### config.mk
export PLATFORM = sky130hd
export DESIGN_NAME = spi_master_cfg
export DESIGN_NICKNAME = d
export VERILOG_FILES = /design/src/rtl/spi_pkg.sv /design/src/rtl/spi_clk_div.sv /design/src/rtl/spi_master_cfg.sv
export SDC_FILE = /design/constraint.sdc
export NUM_CORES = 1
export LEC_CHECK = 0
export BUFFER_PORTS_ARGS = -buffer_cell sky130_fd_sc_hd__buf_2
export CAP_MARGIN = 20
export CORE_ASPECT_RATIO = 0.75
export CORE_MARGIN = 2
export CORE_UTILIZATION = 50
export CTS_CLUSTER_SIZE = 12
export DETAILED_ROUTE_END_ITERATION = 6
export GPL_ROUTABILITY_DRIVEN = 0
export PLACE_DENSITY = 0.69
export SLEW_MARGIN = 20
export SYNTH_ARGS = -nofsm -noshare
export SYNTH_HDL_FRONTEND = slang
export SYNTH_SLANG_ARGS = --single-unit
export TNS_END_PERCENT = 1
### constraint.sdc
create_clock -name raw_clk -period 3.56 [get_ports raw_clk]
set_input_delay 0.534 -clock raw_clk [delete_from_list [all_inputs] [get_ports raw_clk]]
set_output_delay 0.534 -clock raw_clk [all_outputs]
set_load 0.005 [all_outputs]
### src/rtl/spi_pkg.sv
// rtl/spi_pkg.sv - state encodings and latched transfer-mode record for the SPI master
package spi_pkg;

  localparam logic [2:0] ST_IDLE  = 3'd0;
  localparam logic [2:0] ST_SETUP = 3'd1;
  localparam logic [2:0] ST_LEAD  = 3'd2;
  localparam logic [2:0] ST_TRAIL = 3'd3;
  localparam logic [2:0] ST_HOLD  = 3'd4;

  typedef struct packed {
    logic cpol;
    logic cpha;
    logic lsb_first;
    logic hold_cs;
  } spi_mode_t;

endpackage

### src/rtl/spi_clk_div.sv
// rtl/spi_clk_div.sv - half-period tick generator, reloaded with a new divider on accept
module spi_clk_div #(
  parameter int DIV_WIDTH = 8
) (
  input  logic                 clk_i,
  input  logic                 rst_n_i,
  input  logic                 load_i,
  input  logic [DIV_WIDTH-1:0] div_i,
  output logic                 tick_o
);

  logic [DIV_WIDTH-1:0] cnt_q, cnt_d;
  logic [DIV_WIDTH-1:0] div_q, div_d;

  always_comb begin
    div_d = div_q;
    cnt_d = cnt_q;
    if (load_i) begin
      div_d = div_i;
      cnt_d = div_i;
    end else if (cnt_q == '0) begin
      cnt_d = div_q;
    end else begin
      cnt_d = cnt_q - 1'b1;
    end
  end

  always_ff @(posedge clk_i or negedge rst_n_i) begin
    if (!rst_n_i) begin
      cnt_q <= '0;
      div_q <= '0;
    end else begin
      cnt_q <= cnt_d;
      div_q <= div_d;
    end
  end

  assign tick_o = (cnt_q == '0);

endmodule

### src/rtl/spi_master_cfg.sv
// rtl/spi_master_cfg.sv - SPI master with per-transfer width, CPOL/CPHA, bit order, divider and CS hold
module spi_master_cfg
  import spi_pkg::*;
#(
  parameter  int MAX_WIDTH = 16,
  parameter  int DIV_WIDTH = 8,
  parameter  int NUM_CS    = 2,
  localparam int WW        = $clog2(MAX_WIDTH + 1),
  localparam int CW        = (NUM_CS > 1) ? $clog2(NUM_CS) : 1
) (
  input  logic                 raw_clk,
  input  logic                 reset_n,
  input  logic                 start,
  input  logic                 cpol,
  input  logic                 cpha,
  input  logic                 lsb_first,
  input  logic [WW-1:0]        width,
  input  logic [DIV_WIDTH-1:0] clk_div,
  input  logic [CW-1:0]        cs_index,
  input  logic                 hold_cs,
  input  logic [MAX_WIDTH-1:0] data_tx,
  output logic [MAX_WIDTH-1:0] data_rx,
  output logic                 busy,
  output logic                 done,
  output logic                 sclk,
  output logic                 mosi,
  input  logic                 miso,
  output logic [NUM_CS-1:0]    cs_n
);

  logic [2:0]           state_q, state_d;
  spi_mode_t            mode_q, mode_d;
  logic [WW-1:0]        w_q, w_d, bits_q, bits_d;
  logic [MAX_WIDTH-1:0] tx_q, tx_d, rx_q, rx_d, data_rx_q, data_rx_d;
  logic                 sclk_q, sclk_d, mosi_q, mosi_d, done_q, done_d;
  logic [NUM_CS-1:0]    cs_n_q, cs_n_d;

  logic                 tick, accept;
  logic [WW-1:0]        w_in;
  logic [MAX_WIDTH-1:0] tx_masked, tx_first;
  logic [NUM_CS-1:0]    cs_sel;
  logic                 enter_lead, enter_trail, do_sample, do_drive;

  assign accept = start && (state_q == ST_IDLE);

  spi_clk_div #(.DIV_WIDTH(DIV_WIDTH)) u_clk_div (
    .clk_i   (raw_clk),
    .rst_n_i (reset_n),
    .load_i  (accept),
    .div_i   (clk_div),
    .tick_o  (tick)
  );

  // The tx register always presents the next outgoing bit at its MSB, whatever the bit order.
  always_comb begin
    w_in = width;
    if (width == '0 || int'(width) > MAX_WIDTH) w_in = WW'(MAX_WIDTH);
    tx_masked = data_tx & ({MAX_WIDTH{1'b1}} >> (MAX_WIDTH - int'(w_in)));
    tx_first  = tx_masked << (MAX_WIDTH - int'(w_in));
    if (lsb_first) begin
      for (int i = 0; i < MAX_WIDTH; i++) tx_first[MAX_WIDTH-1-i] = tx_masked[i];
    end
    cs_sel = '1;
    if (int'(cs_index) < NUM_CS) cs_sel[cs_index] = 1'b0;
  end

  always_comb begin
    state_d     = state_q;
    mode_d      = mode_q;
    w_d         = w_q;
    bits_d      = bits_q;
    tx_d        = tx_q;
    rx_d        = rx_q;
    data_rx_d   = data_rx_q;
    sclk_d      = sclk_q;
    mosi_d      = mosi_q;
    cs_n_d      = cs_n_q;
    done_d      = 1'b0;
    enter_lead  = 1'b0;
    enter_trail = 1'b0;
    case (state_q)
      ST_IDLE: if (accept) begin
        mode_d.cpol      = cpol;
        mode_d.cpha      = cpha;
        mode_d.lsb_first = lsb_first;
        mode_d.hold_cs   = hold_cs;
        w_d     = w_in;
        bits_d  = w_in;
        rx_d    = '0;
        sclk_d  = cpol;
        cs_n_d  = cs_sel;
        state_d = ST_SETUP;
        if (cpha) begin
          mosi_d = 1'b0;
          tx_d   = tx_first;
        end else begin
          mosi_d = tx_first[MAX_WIDTH-1];
          tx_d   = tx_first << 1;
        end
      end
      ST_SETUP: if (tick) begin
        state_d    = ST_LEAD;
        enter_lead = 1'b1;
      end
      ST_LEAD: if (tick) begin
        state_d     = ST_TRAIL;
        enter_trail = 1'b1;
      end
      ST_TRAIL: if (tick) begin
        if (bits_q == '0) begin
          state_d = ST_HOLD;
          sclk_d  = mode_q.cpol;
        end else begin
          state_d    = ST_LEAD;
          enter_lead = 1'b1;
        end
      end
      ST_HOLD: if (tick) begin
        state_d   = ST_IDLE;
        done_d    = 1'b1;
        mosi_d    = 1'b0;
        data_rx_d = mode_q.lsb_first ? (rx_q >> (MAX_WIDTH - int'(w_q))) : rx_q;
        if (!mode_q.hold_cs) cs_n_d = '1;
      end
      default: state_d = ST_IDLE;
    endcase

    if (enter_lead || enter_trail) sclk_d = ~sclk_q;
    do_sample = (enter_lead && !mode_q.cpha) || (enter_trail && mode_q.cpha);
    do_drive  = (enter_lead && mode_q.cpha) || (enter_trail && !mode_q.cpha);
    // LSB-first words fill from the top so one right shift at the end right-justifies them.
    if (do_sample) begin
      rx_d   = mode_q.lsb_first ? {miso, rx_q[MAX_WIDTH-1:1]} : {rx_q[MAX_WIDTH-2:0], miso};
      bits_d = bits_q - 1'b1;
    end
    if (do_drive) begin
      mosi_d = tx_q[MAX_WIDTH-1];
      tx_d   = tx_q << 1;
    end
  end

  always_ff @(posedge raw_clk or negedge reset_n) begin
    if (!reset_n) begin
      state_q   <= ST_IDLE;
      mode_q    <= '0;
      w_q       <= '0;
      bits_q    <= '0;
      tx_q      <= '0;
      rx_q      <= '0;
      data_rx_q <= '0;
      sclk_q    <= 1'b0;
      mosi_q    <= 1'b0;
      done_q    <= 1'b0;
      cs_n_q    <= '1;
    end else begin
      state_q   <= state_d;
      mode_q    <= mode_d;
      w_q       <= w_d;
      bits_q    <= bits_d;
      tx_q      <= tx_d;
      rx_q      <= rx_d;
      data_rx_q <= data_rx_d;
      sclk_q    <= sclk_d;
      mosi_q    <= mosi_d;
      done_q    <= done_d;
      cs_n_q    <= cs_n_d;
    end
  end

  assign busy    = (state_q != ST_IDLE);
  assign done    = done_q;
  assign sclk    = sclk_q;
  assign mosi    = mosi_q;
  assign cs_n    = cs_n_q;
  assign data_rx = data_rx_q;

endmodule
==> results.py, run 1 <==
metrics = {
    "layout": {
        "postLayoutCoreUtil_pct": 61.00,
        "final_area_sq_um": 7506,
        "finalNetCount": 903,
        "num_antenna_cells": 0,
        "n_fill_cell": 1085,
        "final_layout_size_suffix_gt1_share_pct": 23.15,
        "area_delta_synth_final_pct": 19.22,
    },
    "drt": {
        "vias_per_cell": 6.191,
        "drc": 0,
        "wire_per_inst_um": 17.36,
        "num_vias": 6377,
        "drt_iter0_drc": 727,
        "drt_pass1_iterations": 7,
        "postRouteAntennaNets": 0,
        "wl_um": 17880,
    },
    "critical_path": {
        "cp_max_fo": 6,
        "path_class": "in -> reg",
        "max_stage_delay_ns": 0.33,
        "crit_required_ns": 3.84,
        "crit_path_start_kind": "input port",
        "cp.arrival_ns": 3.69,
        "cp_common_cell": "buf_4",
        "critPathTopFamily": "compound AO/OA/AOI/OAI gates",
        "path_buf_inv": 6,
        "r2r_slack_ns": 0.75,
        "cp_slowest_cell": "a2111oi_2",
        "end_kind": "register",
        "path_cells": "buf_2 -> nor4_4 -> inv_1 -> ha_1 -> nor2b_2 -> inv_2 -> ha_4 -> buf_4 -> nand4b_1 -> o221ai_4 -> buf_4 -> a2111oi_2 -> a41oi_2 -> buf_4 -> o21ai_1 -> a21oi_1 -> o32ai_1 -> a221o_1",
    },
    "logic_synthesis": {
        "synth_simple_gate_area_share_pct": 24.11,
        "synth_top_family_by_area": "compound AO/OA/AOI/OAI gates",
        "yosysTopAreaCellShare_pct": 33.39,
        "synth_edf_count": 0,
        "synthCells": 775,
        "synth_fa_ha_area_share_pct": 1.192,
        "synth_common_cells": "nand2_1, dfrtp_1, o21ai_0",
        "synthMuxAreaShare_pct": 6.240,
        "ys_async_sr_fraction_pct": 100.0,
        "post-synth-top-count-cell": "nand2_1",
        "syn-cell-area_sq_um": 6296,
        "synth.distinct_cells": 83,
        "yosys_most_used_dff": "dfrtp_1",
        "netlist_top_cells_area": "dfrtp_1, nand2_1, o21ai_0",
        "syn_nets": 819,
        "yosys_warnings": 0,
        "avgSynthCellArea_sq_um": 8.124,
        "ys_seq_area_share_pct": 34.22,
        "synth-compound-area-share_pct": 27.58,
        "synth_xor_xnor_area_share_pct": 1.252,
        "synth_seq_cells": 86,
        "yosysTopAreaCell": "dfrtp_1",
    },
    "global_routing": {
        "track_usage_pct": 27.47,
        "overflow": 0,
        "globalRouteMet3Util_pct": 7.908,
        "grt_max_degree": 78,
        "met1_usage_pct": 40.92,
        "grt_pass1_vias": 5965,
        "grt_util_met2_pct": 39.77,
        "busiest_layer": "met1",
        "grt_pass1_wl_um": 29950,
        "antenna_found_initial": 0,
    },
    "floorplanning": {
        "core_sq_um": 12310,
        "die_height_um": 101.2,
        "num_rows": 35,
        "start_util_pct": 51.16,
        "design.die.area_sq_um": 13520,
        "die_w_um": 133.6,
        "ios": 60,
    },
    "sta": {
        "setup_viol": 0,
        "hold_slack_ns": 0.1741,
        "final_hold_viol_count": 0,
        "skew_ns": 0.005575,
        "fmax_mhz": 292.8,
        "postLayoutSetupSlackWorst_ns": 0.1451,
        "worst_slew_pin_slew_ns": 0.9877,
        "rsz0062_at_grt": "true",
        "slew_headroom_pct": 33.91,
        "maxSlewViolCount": 0,
        "finalCritPeriodShare_pct": 95.92,
        "layout_min_cycle_time_ns": 3.415,
    },
    "run_status": {
        "status": "finished, final reports clean",
    },
    "power": {
        "powerDensity_nw_per_um2": 687.0,
        "total_power_mw": 5.157,
        "leakagePower_nw": 3.236,
        "peakVddDrop_v": 0.0004315,
    },
    "placed_design": {
        "placed_area_sq_um": 7132,
        "port_buffers": 59,
        "post-place-ws_ns": -0.2985,
        "post-dp-hpwl_um": 13220,
    },
    "clocking": {
        "clock_latency_ns": 0.34,
        "cts_max_path_buffers": 2,
        "h-tree-depth": 3,
        "cts_tree": "done",
        "cts.clk_slew.worst_paths_ns": 0.06,
        "cts_num_sinks": 86,
        "numCtsBuffers": 9,
        "clockRootBuffer": "clkbuf_16",
    },
    "min_path": {
        "min_path_type": "in -> async",
    },
    "job": {
        "maxCapViolCount": 0,
    },
}
[path summary, 6_finish.rpt]
| path | startpoint | endpoint | depth (start not counted) |
|---|---|---|---|
| setup / recovery | width[3] | tx_q[12] | 18 |
| hold / removal | reset_n | tx_q[3] | 1 |
| setup reg to reg | bits_q[0] | tx_q[4] | 10 |
| hold reg to reg | data_rx[15] | data_rx[15] | 2 |
| max in group asynchronous | reset_n | cs_n[1] | 2 |
| min in group raw_clk | cs_index | cs_n[1] | 2 |
[logic make-up (layout without fill, tap and decap cells)]
logic type / count (synthesis) / after routing
multiplexers: 30 / 30
adder cells (fa/ha/maj): 6 / 6
AO/OA/AOI/OAI: 251 / 251
buffers and inverters: 81 / 170
XOR/XNOR: 9 / 9
flip-flops: 86 / 86
AND/OR/NAND/NOR: 312 / 312
[worst register-to-register path: stages (launching register included)]
cell and delay (ns):
dfrtp_1 0.40, inv_1 0.10, ha_1 0.18, nor4b_1 0.26
buf_4 0.23, nand2_1 0.09, a31oi_1 0.31, nor3_4 0.06
nor2_1 0.76, a22oi_1 0.19, o211ai_1 0.15
[stage by stage]
step           cells  setup TNS [ns]
2_1_floorplan    775          -2.653
3_3_place_gp    1011         -0.8187
3_5_place_dp    1011          -2.268
4_1_cts         1027               0
5_1_grt         1030        -0.05572
6_report        1030               0
[layout make-up]
type / instances / area [sq um] / share of cell area [%]
Timing Repair Buffer: 136 / 900.9 / 12.00
Clock buffer: 11 / 242.7 / 3.234
Multi-Input combinational cell: 608 / 3875 / 51.63
Clock inverter: 5 / 57.56 / 0.7668
Inverter: 18 / 67.56 / 0.9001
Sequential cell: 86 / 2155 / 28.70
Tap cell: 166 / 207.7 / 2.767
[timing repair]
| item | CTS | global route |
|---|---|---|
| buffers inserted | 0 | 2 |
| endpoints found under the setup margin | 0 | 10 |
| resized for setup | 0 | 5 |
| hold buffers | 0 | 0 |
[power by group]
group / internal [mW] / total, mW / switching [mW] / leakage (nW)
Sequential: 1.33 / 1.68 / 0.343 / 1.11
Clock: 0.564 / 0.938 / 0.374 / 0.150
Combinational: 1.15 / 2.54 / 1.40 / 1.97
Total: 3.04 / 5.16 / 2.11 / 3.24
[registers in the layout, indices dropped and copies added (netlist names)]
signal and count:
bits_q 5, cs_n 2, data_rx 16, done 1, mode_q 4, mosi 1, rx_q 16, sclk 1
state_q 3, tx_q 16, u_clk_div.cnt_q 8, u_clk_div.div_q 8, w_q 5
[layer usage]
layer	up-vias	wire (um)	part of all wire [%]
met5	-	0	0
met4	0	303	1.7
met1	3002	8324	47
met2	299	7558	42
met3	45	1696	9.5
li1	3031	-	-
[placed cells by master (no fill, tap or decap), drive strengths merged, types with 8 or more instances in the layout]
cell type / count
a211oi: 9
a21boi: 9
a21oi: 43
a22oi: 10
a31oi: 19
buf: 136
clkbuf: 11
dfrtp: 84
inv: 19
mux2i: 19
nand2: 119
nand2b: 19
nand3: 32
nor2: 59
nor2b: 15
nor3: 22
o21ai: 72
o221a: 9
o221ai: 8
or3: 9
Note: power is estimated with default switching activity, not from simulation.
==> run 2, diff against run 1 <==
--- a/config.mk
+++ b/config.mk
@@ -13,7 +13,7 @@
 export CTS_CLUSTER_SIZE = 12
 export DETAILED_ROUTE_END_ITERATION = 6
 export GPL_ROUTABILITY_DRIVEN = 0
-export PLACE_DENSITY = 0.69
+export PLACE_DENSITY = 0.72
 export SLEW_MARGIN = 20
 export SYNTH_ARGS = -nofsm -noshare
 export SYNTH_HDL_FRONTEND = slang
==> constraint.sdc (replaced) <==
create_clock -name raw_clk -period 2.8 [get_ports raw_clk]
set_input_delay 0.42 -clock raw_clk [delete_from_list [all_inputs] [get_ports raw_clk]]
set_output_delay 0.42 -clock raw_clk [all_outputs]
set_load 0.005 [all_outputs]
==> run 2 against run 1 <==
  * Non-clock buffer count rose by 29
  * Clock skew rose by 0.0037 ns
  * Setup slack got worse by 0.47 ns
  * Final area rose by 5.1%
  * Core utilization rose by 3.1 points
  * Highest routed layer unchanged
  * Clock power rose by 23%
  * The run now ends with setup timing left
  * Combinational power rose by 33%
  * Die area did not move
  * Register-to-register slack got worse by 0.62 ns
  * Worst hold slack got worse by 0.066 ns
  * First-iteration DRC count rose by 17%
  * Total power rose by 30%
==> results.py, run 2 (synthesis gave the netlist of run 1 again) <==
metrics = {
    "power": {
        "clkPwrFrac_pct": 17.1,
        "internal_power_mw": 3.864,
        "p_switching_mw": 2.825,
        "powerDensity_nw_per_um2": 848.0,
        "power_frac_comb_pct": 50.5,
        "swShare_pct": 42.23,
        "total_power_mw": 6.690,
        "power_frac_seq_pct": 32.4,
        "peakVddDrop_v": 0.0005159,
        "leakagePower_nw": 3.403,
    },
    "clocking": {
        "cts_num_sinks": 86,
        "cts_max_path_buffers": 2,
        "cts_tree": "done",
        "h-tree-depth": 3,
        "clockRootBuffer": "clkbuf_16",
        "cts.clk_slew.worst_paths_ns": 0.07,
        "clock_latency_ns": 0.35,
        "numCtsBuffers": 9,
    },
    "placed_design": {
        "port_buffers": 59,
        "post-dp-hpwl_um": 13760,
        "post-place-ws_ns": -0.9170,
        "place_inst": 1039,
    },
    "drt": {
        "drc": 0,
        "drt_pass1_iterations": 6,
        "wl_um": 18970,
        "num_vias": 6557,
        "vias_per_cell": 6.192,
        "wire_per_inst_um": 17.92,
        "drt_iter0_drc": 851,
        "postRouteAntennaNets": 0,
    },
    "layout": {
        "final_layout_size_suffix_gt1_share_pct": 27.44,
        "num_antenna_cells": 0,
        "stdcell_count": 1059,
        "layout_common_cells": "nand2_1, buf_4, dfrtp_1, o21ai_0, nor2_1",
        "finalNetCount": 932,
        "layout_commonest_cell": "nand2_1",
        "area_delta_synth_final_pct": 25.30,
        "postLayoutCoreUtil_pct": 64.11,
    },
    "floorplanning": {
        "num_rows": 35,
        "ios": 60,
        "start_util_pct": 51.16,
        "die_w_um": 133.6,
        "core_sq_um": 12310,
        "die_height_um": 101.2,
        "design.die.area_sq_um": 13520,
    },
    "global_routing": {
        "grt_pass1_vias": 6138,
        "overflow": 0,
        "track_usage_pct": 28.28,
        "grt_max_degree": 87,
        "antenna_found_initial": 0,
        "grt_pass1_wl_um": 30740,
    },
    "run_status": {
        "status": "finished with violations",
        "violations": "setup timing",
    },
    "critical_path": {
        "path_cells": "buf_8 -> nor4_4 -> inv_1 -> ha_4 -> nor2b_4 -> inv_2 -> ha_4 -> nand4b_1 -> o221ai_4 -> a2111oi_4 -> a41oi_2 -> buf_4 -> o32a_1 -> o22a_1 -> or3_1 -> o211ai_1",
        "max_stage_delay_ns": 0.35,
        "cp_slowest_cell": "a2111oi_4",
        "worstReg2RegEnd": "tx_q[4]",
        "endpoint": "tx_q[6]",
        "path_class": "in -> reg",
        "cp.arrival_ns": 3.39,
        "r2r_slack_ns": 0.13,
        "crit_required_ns": 3.06,
        "worstSetupStartpoint": "width[0]",
        "worstRegToRegCells": 10,
        "end_kind": "register",
        "rr_startpoint": "bits_q[0]",
        "cp_common_cell": "ha_4",
        "crit_path_start_kind": "input port",
        "cp_max_fo": 4,
    },
    "min_path": {
        "min_path_type": "in -> async",
    },
    "sta": {
        "postLayoutSetupSlackWorst_ns": -0.3280,
        "final.setup.tns_ns": -3.942,
        "layout_min_cycle_time_ns": 3.128,
        "finalCritPeriodShare_pct": 111.7,
        "worst_slew_pin_slew_ns": 0.9713,
        "maxSlewViolCount": 0,
        "rsz0062_at_grt": "true",
        "slew_headroom_pct": 35.01,
        "setup_viol": 17,
        "final_hold_viol_count": 0,
        "skew_ns": 0.009257,
        "fmax_mhz": 319.7,
    },
    "job": {
        "maxCapViolCount": 0,
    },
}
## run 2: worst min-delay path by stage
stage	startpoint	endpoint	cells past startpoint
6_report	reset_n	tx_q[13]	1
4_1_cts	cs_index	cs_n[1]	2
3_3_place_gp	u_clk_div.div_q[1]	u_clk_div.div_q[1]	2
3_5_place_dp	u_clk_div.div_q[2]	u_clk_div.div_q[2]	2
2_1_floorplan	reset_n	bits_q[0]	0
5_1_grt	reset_n	tx_q[1]	1
## run 2: worst max-delay path, delay by kind of cell
kind                     cells  cell delay (ns)
buffers and inverters        4             0.46
AO/OA/AOI/OAI                6             1.15
adder cells (fa/ha/maj)      2             0.51
AND/OR/NAND/NOR              4             0.86
## run 2: per-layer routing
metal | part of all wire [%] | vias to the layer above | track usage, % | routed length, um
li1 | - | 3087 | - | -
met4 | 1.9 | 0 | 9.247 | 369
met3 | 9.2 | 42 | 7.357 | 1744
met2 | 43 | 331 | 41.40 | 8218
met1 | 46 | 3097 | 41.06 | 8640
met5 | 0 | - | 0 | 0
## run 2: through the flow
step,hold slack [ns],area [sq um]
floorplan,0.1244,6355
global placement,0.4523,7342
detailed placement,0.4605,7342
CTS,0.2255,7752
global route,0.1814,7889
finish,0.1084,7889
## run 2: power groups by stage
| stage | sequential [mW] | clock, mW | combinational, mW |
|---|---|---|---|
| finish | 2.17 | 1.15 | 3.38 |
| global route | 2.23 | 1.21 | 3.72 |
| CTS | 2.15 | 1.17 | 3.26 |
| detailed placement | 2.16 | 0 | 3.20 |
| global placement | 2.13 | 0 | 3.10 |
| floorplan | 2.00 | 0 | 2.39 |
## run 2: layout make-up
cell class | instances | area (sq um)
clock buffers | 11 | 242.7
clock inverters | 5 | 42.54
fillers | 1038 | 4417
inverters | 18 | 67.56
multi-input cells | 608 | 4040
flip-flops and latches | 86 | 2155
well taps | 166 | 207.7
repair buffers | 165 | 1134
## run 2: timing repair
action,4_1_cts,5_1_grt
hold buffers,0,0
gates resized for setup,17,23
gates cloned,0,0
endpoints found under the setup margin,17,17
buffers inserted,1,3
pin swaps,4,13
